$ cat config.mk
export PLATFORM = sky130hd
export DESIGN_NAME = fetch_stage
export DESIGN_NICKNAME = d
export VERILOG_FILES = /design/src/rtl/fetch_stage.sv
export SDC_FILE = /design/constraint.sdc
export NUM_CORES = 1
export LEC_CHECK = 0
export CAP_MARGIN = 10
export CELL_PAD_IN_SITES_DETAIL_PLACEMENT = 0
export CELL_PAD_IN_SITES_GLOBAL_PLACEMENT = 1
export CORE_ASPECT_RATIO = 1.75
export CORE_UTILIZATION = 45
export DETAILED_ROUTE_END_ITERATION = 8
export DONT_BUFFER_PORTS = 1
export GPL_TIMING_DRIVEN = 0
export PLACE_DENSITY = 0.77
export SLEW_MARGIN = 40
export SYNTH_ARGS = -nofsm -noshare
export SYNTH_HDL_FRONTEND = slang
export SYNTH_SLANG_ARGS = --single-unit
export TNS_END_PERCENT = 50
$ cat constraint.sdc
create_clock -name clk_i -period 4.6 [get_ports clk_i]
set_clock_uncertainty 0.05 [all_clocks]
set_input_delay 0.23 -clock clk_i [delete_from_list [all_inputs] [get_ports clk_i]]
set_output_delay 0.23 -clock clk_i [all_outputs]
set_load 0.05 [all_outputs]
$ cat src/rtl/fetch_stage.sv
// Instruction fetch stage: owns the PC, keeps one icache request in flight and
// buffers {pc, instr} pairs for decode. Optional feature macro: FETCH_BYPASS_EN.
package mmm_pkg;
  localparam int unsigned XLEN = 32;
endpackage

module fetch_stage
  import mmm_pkg::*;
#(
  parameter int unsigned     DEPTH   = 2,
  parameter logic [XLEN-1:0] BOOT_PC = '0
) (
  input  logic            clk_i,
  input  logic            rst_n_i,
  input  logic            redirect_i,
  input  logic [XLEN-1:0] redirect_pc_i,
  output logic [XLEN-1:0] pc_o,
  output logic            read_req_o,
  output logic            flush_o,
  input  logic [31:0]     instr_i,
  input  logic            read_done_i,
  output logic [31:0]     instr_o,
  output logic [XLEN-1:0] instr_pc_o,
  output logic            instr_valid_o,
  input  logic            instr_ready_i
);

  localparam int unsigned PtrW = $clog2(DEPTH);
  localparam int unsigned CntW = PtrW + 1;

  typedef enum logic [0:0] {StIdle, StWait} state_e;

  state_e            r_state, w_state_next;
  logic [XLEN-1:0]   r_pc, w_pc_next;
  logic [31:0]       r_fifo_instr [DEPTH];
  logic [XLEN-1:0]   r_fifo_pc    [DEPTH];
  logic [PtrW-1:0]   r_wptr, r_rptr;
  logic [CntW-1:0]   r_count, w_count_next;

  logic w_empty, w_not_full, w_req, w_done, w_bypass, w_push, w_pop;

  assign w_empty    = (r_count == '0);
  assign w_not_full = (r_count < CntW'(DEPTH));
  // Gated by reset so the interface never sees a request while held in reset.
  assign w_req      = rst_n_i && (r_state == StIdle) && w_not_full && !redirect_i;
  assign w_done     = (r_state == StWait) && read_done_i && !redirect_i;

`ifdef FETCH_BYPASS_EN
  assign w_bypass = w_empty && w_done;
`else
  assign w_bypass = 1'b0;
`endif

  assign instr_valid_o = (!w_empty || w_bypass) && !redirect_i;
  assign w_pop         = instr_valid_o && instr_ready_i && !w_empty;
  assign w_push        = w_done && !(w_bypass && instr_ready_i);

  assign pc_o       = r_pc;
  assign read_req_o = w_req;
  assign flush_o    = redirect_i;
  assign instr_o    = w_bypass ? instr_i : r_fifo_instr[r_rptr];
  assign instr_pc_o = w_bypass ? r_pc : r_fifo_pc[r_rptr];

  always_comb begin
    w_state_next = r_state;
    w_pc_next    = r_pc;
    case (r_state)
      StIdle: if (w_req) w_state_next = StWait;
      StWait: begin
        if (w_done) begin
          w_state_next = StIdle;
          w_pc_next    = r_pc + XLEN'(4);
        end
      end
      default: w_state_next = StIdle;
    endcase
    if (redirect_i) begin
      w_state_next = StIdle;
      w_pc_next    = redirect_pc_i & ~XLEN'(3);
    end
  end

  always_comb begin
    w_count_next = r_count;
    if (w_push && !w_pop) w_count_next = r_count + CntW'(1);
    if (w_pop && !w_push) w_count_next = r_count - CntW'(1);
  end

  always_ff @(posedge clk_i or negedge rst_n_i) begin
    if (!rst_n_i) begin
      r_state <= StIdle;
      r_pc    <= BOOT_PC;
    end else begin
      r_state <= w_state_next;
      r_pc    <= w_pc_next;
    end
  end

  always_ff @(posedge clk_i or negedge rst_n_i) begin
    if (!rst_n_i) begin
      r_wptr  <= '0;
      r_rptr  <= '0;
      r_count <= '0;
      for (int i = 0; i < DEPTH; i++) begin
        r_fifo_instr[i] <= '0;
        r_fifo_pc[i]    <= '0;
      end
    end else if (redirect_i) begin
      r_wptr  <= '0;
      r_rptr  <= '0;
      r_count <= '0;
    end else begin
      r_count <= w_count_next;
      if (w_push) begin
        r_fifo_instr[r_wptr] <= instr_i;
        r_fifo_pc[r_wptr]    <= r_pc;
        r_wptr               <= r_wptr + PtrW'(1);
      end
      if (w_pop) r_rptr <= r_rptr + PtrW'(1);
    end
  end

endmodule

==> results of run 1 <==
[worst reg2reg max path, delay by kind of cell (launching register included)]
| family | cells | cell delay (ns) |
|---|---|---|
| and+or+nand+nor | 3 | 1.10 |
| AOI/OAI and AO/OA | 1 | 0.25 |
| DFF | 1 | 0.76 |
| buffers and inverters | 3 | 1.11 |
[power by group through the flow]
stage | Clock [mW] | Sequential, mW | Combinational [mW]
global placement | 0 | 1.92 | 1.17
finish | 1.40 | 1.93 | 1.27
global route | 1.48 | 1.96 | 1.33
CTS | 1.42 | 1.92 | 1.28
detailed placement | 0 | 1.95 | 1.19
floorplan | 0 | 1.89 | 1.10
[what timing repair did]
| action | CTS | global route |
|---|---|---|
| endpoints found under the hold margin | 254 | 0 |
| setup buffers | 0 | 0 |
| hold buffers | 67 | 0 |
| gates resized for setup | 0 | 0 |
[stage by stage]
step                hold slack [ns]  power, mW  worst slack, ns
finish                       0.0236       4.60             1.21
global route                 0.0317       4.78             1.12
CTS                          0.0117       4.63             1.25
detailed placement           -0.110       3.14             1.67
global placement             -0.111       3.09             1.74
floorplan                    -0.116       2.99             2.13
[area by class of cell]
cell class              count  area [µm²]
inverters                   8        30.0
fillers                  1360        6970
flip-flops and latches    159        3980
clock inverters            15         159
plain buffers              40         186
diodes                      2        5.00
clock buffers              17         425
repair buffers             69         723
multi-input cells         372        3160
well taps                 189         236
[cell usage in the layout, fill, tap and decap left out, types with 2 or more instances in the layout]
cell / count
diode_2: 2
xnor2_1: 9
clkbuf_1: 11
o211ai_1: 6
inv_6: 4
nor2_1: 21
nand3_1: 13
nor3_1: 5
clkinvlp_4: 3
or4_1: 19
clkbuf_16: 17
a21oi_1: 2
buf_1: 12
or4b_1: 2
clkinv_4: 3
nor2b_1: 2
xor2_1: 4
clkinv_2: 3
inv_1: 7
o21ai_0: 21
buf_16: 2
dfrtp_1: 159
conb_1: 4
a31oi_1: 14
bufinv_16: 2
nand2_1: 31
buf_4: 7
or3_1: 5
o31ai_1: 9
buf_2: 11
mux2_2: 181
nand4_1: 10
dlygate4sd3_1: 66
[routing by layer]
| metal | wire length, µm | GRT usage, % | up-vias |
|---|---|---|---|
| met5 | 15 | 0 | - |
| met4 | 587 | 10.2 | 2 |
| met3 | 911 | 5.02 | 36 |
| met2 | 9540 | 38.9 | 165 |
| met1 | 6620 | 23.8 | 2491 |
| li1 | - | - | 2262 |
[cell families (layout without fill, tap and decap cells)]
logic type	after synthesis	in the layout
AND/OR/NAND/NOR	118	118
AO/OA/AOI/OAI	54	54
multiplexers	182	182
other	1	6
buffers and inverters	48	149
adder cells (fa/ha/maj)	1	1
XOR/XNOR	13	13
flip-flops	159	159
[how the worst max path moves through the flow]
stage	cells after the start	slack, ns	endpoint
finish	7	1.21	pc_o[15]
global route	7	1.12	pc_o[15]
CTS	7	1.25	pc_o[15]
detailed placement	6	1.67	pc_o[23]
global placement	6	1.74	pc_o[25]
floorplan	7	2.13	pc_o[28]
[state kept, by name (all words and copies together), names as in the netlist]
name / flops
r_fifo_instr: 64
r_fifo_pc: 60
pc_o: 30
r_count: 2
r_rptr: 1
r_state: 1
r_wptr: 1
==> summary.txt, run 1 <==
Critical path
  – Reg-to-reg setup timing slack: 1.21 ns
  – CP Class: register to register
  – Crit-path leading delay family: buffers and inverters
  – CP Launch Type: register
  – Max Fanout on Critical Path: 10
  – Slowest cell on the critical path: dfrtp_1
  – R2r endpoint: pc_o[15]
  – CP startpoint: pc_o[2]
  – Worst path max stage delay: 0.76 ns
  – Arr. time, crit path: 3.63 ns
  – Reg-to-Reg Start: pc_o[2]
  – Critical path endpoint category: register
  – CP cell instances: nand4_1 > or4_1 > buf_2 > buf_1 > o211ai_1 > nand3_1 > dlygate4sd3_1
  – Critical path buffer and inverter count: 3
  – Worst Reg-to-Reg Cells: 7
  – Critical Path RT: 4.85 ns

Clock network
  – H-tree Lvls: 4
  – Clk_lat worst skew: 0.42 ns
  – Clock Tree Root: clkbuf_16
  – Total CTS buffers: 17
  – Clk buf depth: 2
  – Clk sinks: 159
  – CTS tree: built
  – Reg clk slew, reported paths: 0.06 ns

Logic synthesis
  – Post-synthesis compound-gate area fraction: 4.57%
  – Synth area leaders: dfrtp_1 54%, mux2_2 28%, or4_1 1.9%
  – Synth Area in Simple Gates: 8.50%
  – Biggest area consumer among synthesized cells: dfrtp_1
  – Number of synthesized flops with an enable pin: 0
  – Unique cell type count in the Yosys netlist: 37
  – Post-synthesis mux area share: 27.9%
  – Post-synthesis xor/xnor area fraction: 1.55%
  – Largest family of logic cells by synthesized area: multiplexers
  – Adder-Cell Fraction of Synth Area: 0.171%
  – Mapped Area: 7330 µm²
  – Top post-synthesis cells by count: 181 x mux2_2, 159 x dfrtp_1, 31 x nand2_1
  – Primary FF master, synth: dfrtp_1
  – Synthesized instance count: 576
  – Top cell type's share of synthesized area: 54.3%
  – Most frequent cell after synthesis: mux2_2
  – Warning count from the yosys run: 0
  – Syn_area_per_cell: 12.7 µm²
  – Async SR Flop Fraction: 100%
  – Seq/Total Area, Yosys: 54.3%
  – Flops & latches, synth: 159

Timing
  – Tmin final: 3.39 ns
  – FMAX: 295 MHz
  – Final TNS setup: 0 ns
  – Max-Slew Margin vs Limit: 49.5%
  – Final Hold Violating Endpoints: 0
  – Final setup violation count: 0
  – Tcrit/Tclk final: 73.6%
  – Final slew viol count: 0
  – Slew @ Worst Pin: 0.757 ns
  – Unrepaired setup endpoints after global routing: no

Floorplan
  – Initial Util: 46.2%
  – Die Span X: 98.5 µm
  – Vert. Die Dim: 171 µm
  – Row cnt: 61
  – Area of the core: 15900 µm²
  – Die area: 16800 µm²
  – Number of top-level pins: 168

Finish
  – Layout Cells excl Fill: 871
  – Final Util: 56.1%
  – Ratio of cells with drive above 1 in the final layout: 35.0%
  – Fin area: 8910 µm²
  – Layout Nets: 737
  – Area Overhead vs Synth: 21.5%

Routing
  – Drt wl/cell: 20.3 µm
  – Iter 0 DRT Violations: 171
  – Post-route ant nets: 0
  – Final WL: 17.7 mm
  – First-pass iteration count of the detailed router: 9
  – Drt drc: 5
  – Routed vias/inst: 5.69
  – Via count: 4956

Worst hold path
  – Hold Crit Start: instr_ready_i
  – Min-Delay Path Class: input port to register
  – Worst hold endpoint: r_rptr
  – Worst hold stages: 3

Flow run
  – Max cap viols: 0

Pwr
  – VDD IR max: 230 µV
  – Leakage: 3.83 nW
  – Internal: 2.87 mW
  – Comb power frac: 27.7%
  – Switch share: 37.6%
  – Clk pwr share: 30.4%
  – Sequential power share: 41.9%
  – Pwr Density: 516 nW/µm²
  – Switch Pwr: 1.73 mW

Place
  – Buffers on Ports: 0
  – GPL Wtd Cong: 0.788
  – Inst Count DP: 769
  – Hpwl dp: 12.1 mm
  – Placed inst area: 7600 µm²

GRT
  – Initial antenna violation count: 1
  – Largest net degree at the start of global routing: 160
  – Vias in the first global route: 5338
  – GRT overflow: 0
  – All-layer global routing usage: 21.6%
  – First-pass GRT wire length: 27.9 mm

Status
  – Failing checks: DRC
  – Outcome: finished with violations
Note: power is estimated with default switching activity, not from simulation.
==> run 2, diff against run 1 <==
- clock period: 4.6 -> 3.2 ns (I/O delays scaled with it)
==> run 2 against run 1 <==
  * The run ends with DRC, hold timing left
  * Sequential power grew 44%
  * Sequential cell count did not move
  * Clock power increased by 43%
==> summary.txt, run 2 (synthesis gave the netlist of run 1 again) <==
Status
  – Outcome: finished with violations
  – Failing checks: DRC, hold timing

Routing
  – First-pass iteration count of the detailed router: 9
  – Iter 0 DRT Violations: 217
  – Drt wl/cell: 20.1 µm
  – Post-route ant nets: 0
  – Via count: 4920
  – Routed vias/inst: 5.68
  – Drt drc: 5
  – Final WL: 17.4 mm

Critical path
  – R2r endpoint: pc_o[23]
  – Arr. time, crit path: 3.16 ns
  – CP Class: register to register
  – Critical Path RT: 3.40 ns
  – Worst Reg-to-Reg Cells: 6
  – Critical path endpoint category: register
  – Max Fanout on Critical Path: 10
  – Reg-to-Reg Start: pc_o[2]
  – CP Launch Type: register
  – Reg-to-reg setup timing slack: 0.25 ns

GRT
  – Largest net degree at the start of global routing: 162
  – Initial antenna violation count: 0
  – GRT overflow: 0
  – First-pass GRT wire length: 27.8 mm
  – All-layer global routing usage: 21.4%
  – Vias in the first global route: 5332

Pwr
  – Leakage: 3.80 nW
  – Pwr Density: 742 nW/µm²
  – VDD IR max: 327 µV

Timing
  – Tmin final: 2.95 ns
  – Max-Slew Margin vs Limit: 50.4%
  – Final Hold Violating Endpoints: 159
  – Tcrit/Tclk final: 92.3%
  – Final TNS setup: 0 ns
  – Unrepaired setup endpoints after global routing: no
  – Slew @ Worst Pin: 0.745 ns
  – Final slew viol count: 0
  – Final worst slack: 0.247 ns
  – Final setup violation count: 0
  – Hold_ws: -0.600 ns
  – FMAX: 339 MHz

Floorplan
  – Die Span X: 98.5 µm
  – Row cnt: 61
  – Die area: 16800 µm²
  – Area of the core: 15900 µm²
  – Number of top-level pins: 168
  – Initial Util: 46.2%
  – Vert. Die Dim: 171 µm

Finish
  – Fin area: 8840 µm²
  – Largest reg by FF count: r_fifo_instr
  – Ratio of cells with drive above 1 in the final layout: 34.9%
  – Commonest non-fill, non-tap cell in the layout: mux2_2
  – Area Overhead vs Synth: 20.5%
  – Layout Cells excl Fill: 866
  – Filler cells: 1367
  – Diode count: 0
  – Commonest non-fill, non-tap cells in the layout: 181 x mux2_2, 159 x dfrtp_1, 65 x dlygate4sd3_1
  – Layout Nets: 734
  – Largest register FFs: 64

Clock network
  – Count of hold-fix buffers inserted at cts: 65
  – H-tree Lvls: 4
  – Reg clk slew, reported paths: 0.06 ns
  – Clock Tree Root: clkbuf_16
  – Total CTS buffers: 17
  – Clk buf depth: 2
  – Post-CTS setup buffers: 0
  – Clk_lat worst skew: 0.41 ns
  – CTS tree: built
  – Clk sinks: 159

Place
  – Buffers on Ports: 0
  – DP Worst Slack: 0.274 ns
  – GPL Wtd Cong: 0.788
  – Inst Count DP: 769
  – Hpwl dp: 12.1 mm
  – Placed inst area: 7600 µm²

Flow run
  – Max cap viols: 0

Worst hold path
  – Min-Delay Path Class: input port to asynchronous set/reset pin
==> run 2: timing repair <==
item,CTS,global route
setup endpoints to repair,0,0
resized for setup,0,0
endpoints found under the hold margin,256,159
==> run 2: layer usage <==
layer  part of all wire, %  vias up  global-route usage, %  wire, µm
met5                     0        -                      0         0
met4                   3.1        0                   10.1       537
met3                   4.8       31                   4.86       828
met2                    54      149                   38.4      9400
met1                    38     2490                   24.0      6620
li1                      -     2250                      -         -
==> run 2: metrics by stage <==
| step | utilization (%) | power (mW) |
|---|---|---|
| 2_1_floorplan | - | 4.30 |
| 3_3_place_gp | 47.7 | 4.45 |
| 3_5_place_dp | 47.9 | 4.51 |
| 4_1_cts | 55.7 | 6.60 |
| 5_1_grt | 55.7 | 6.81 |
| 6_report | 55.7 | 6.55 |
==> run 2: worst max-delay path, cell delays in order, from the launching register on <==
cell	delay [ns]
dfrtp_1	0.76
nand4_1	0.39
or4_1	0.60
buf_2	0.24
buf_1	0.30
o31ai_1	0.31
a31oi_1	0.14
==> run 2: worst max path at each step <==
stage                 start        to  slack [ns]  cells after the start
global placement    pc_o[2]  pc_o[25]        0.34                      6
finish              pc_o[2]  pc_o[23]        0.25                      6
global route        pc_o[2]  pc_o[28]        0.10                      7
CTS                 pc_o[2]  pc_o[23]        0.24                      6
floorplan           pc_o[2]  pc_o[28]        0.73                      7
detailed placement  pc_o[2]  pc_o[23]        0.27                      6
==> run 2: final cells by class <==
class	count	area [µm²]	share of cell area, %
Buffer	40	186	2.11
Inverter	8	30.0	0.340
Sequential cell	159	3980	45.0
Tap cell	189	236	2.68
Clock buffer	17	425	4.81
Clock inverter	15	159	1.80
Multi-Input combinational cell	372	3160	35.8
Timing Repair Buffer	66	658	7.45
==> run 2: power by group <==
group	leakage, nW	switching, mW	internal (mW)	total, mW
combinational	1.52	1.22	0.564	1.78
clock	0.280	0.845	1.16	2.00
sequential	2.00	0.375	2.39	2.77
total	3.80	2.44	4.11	6.55
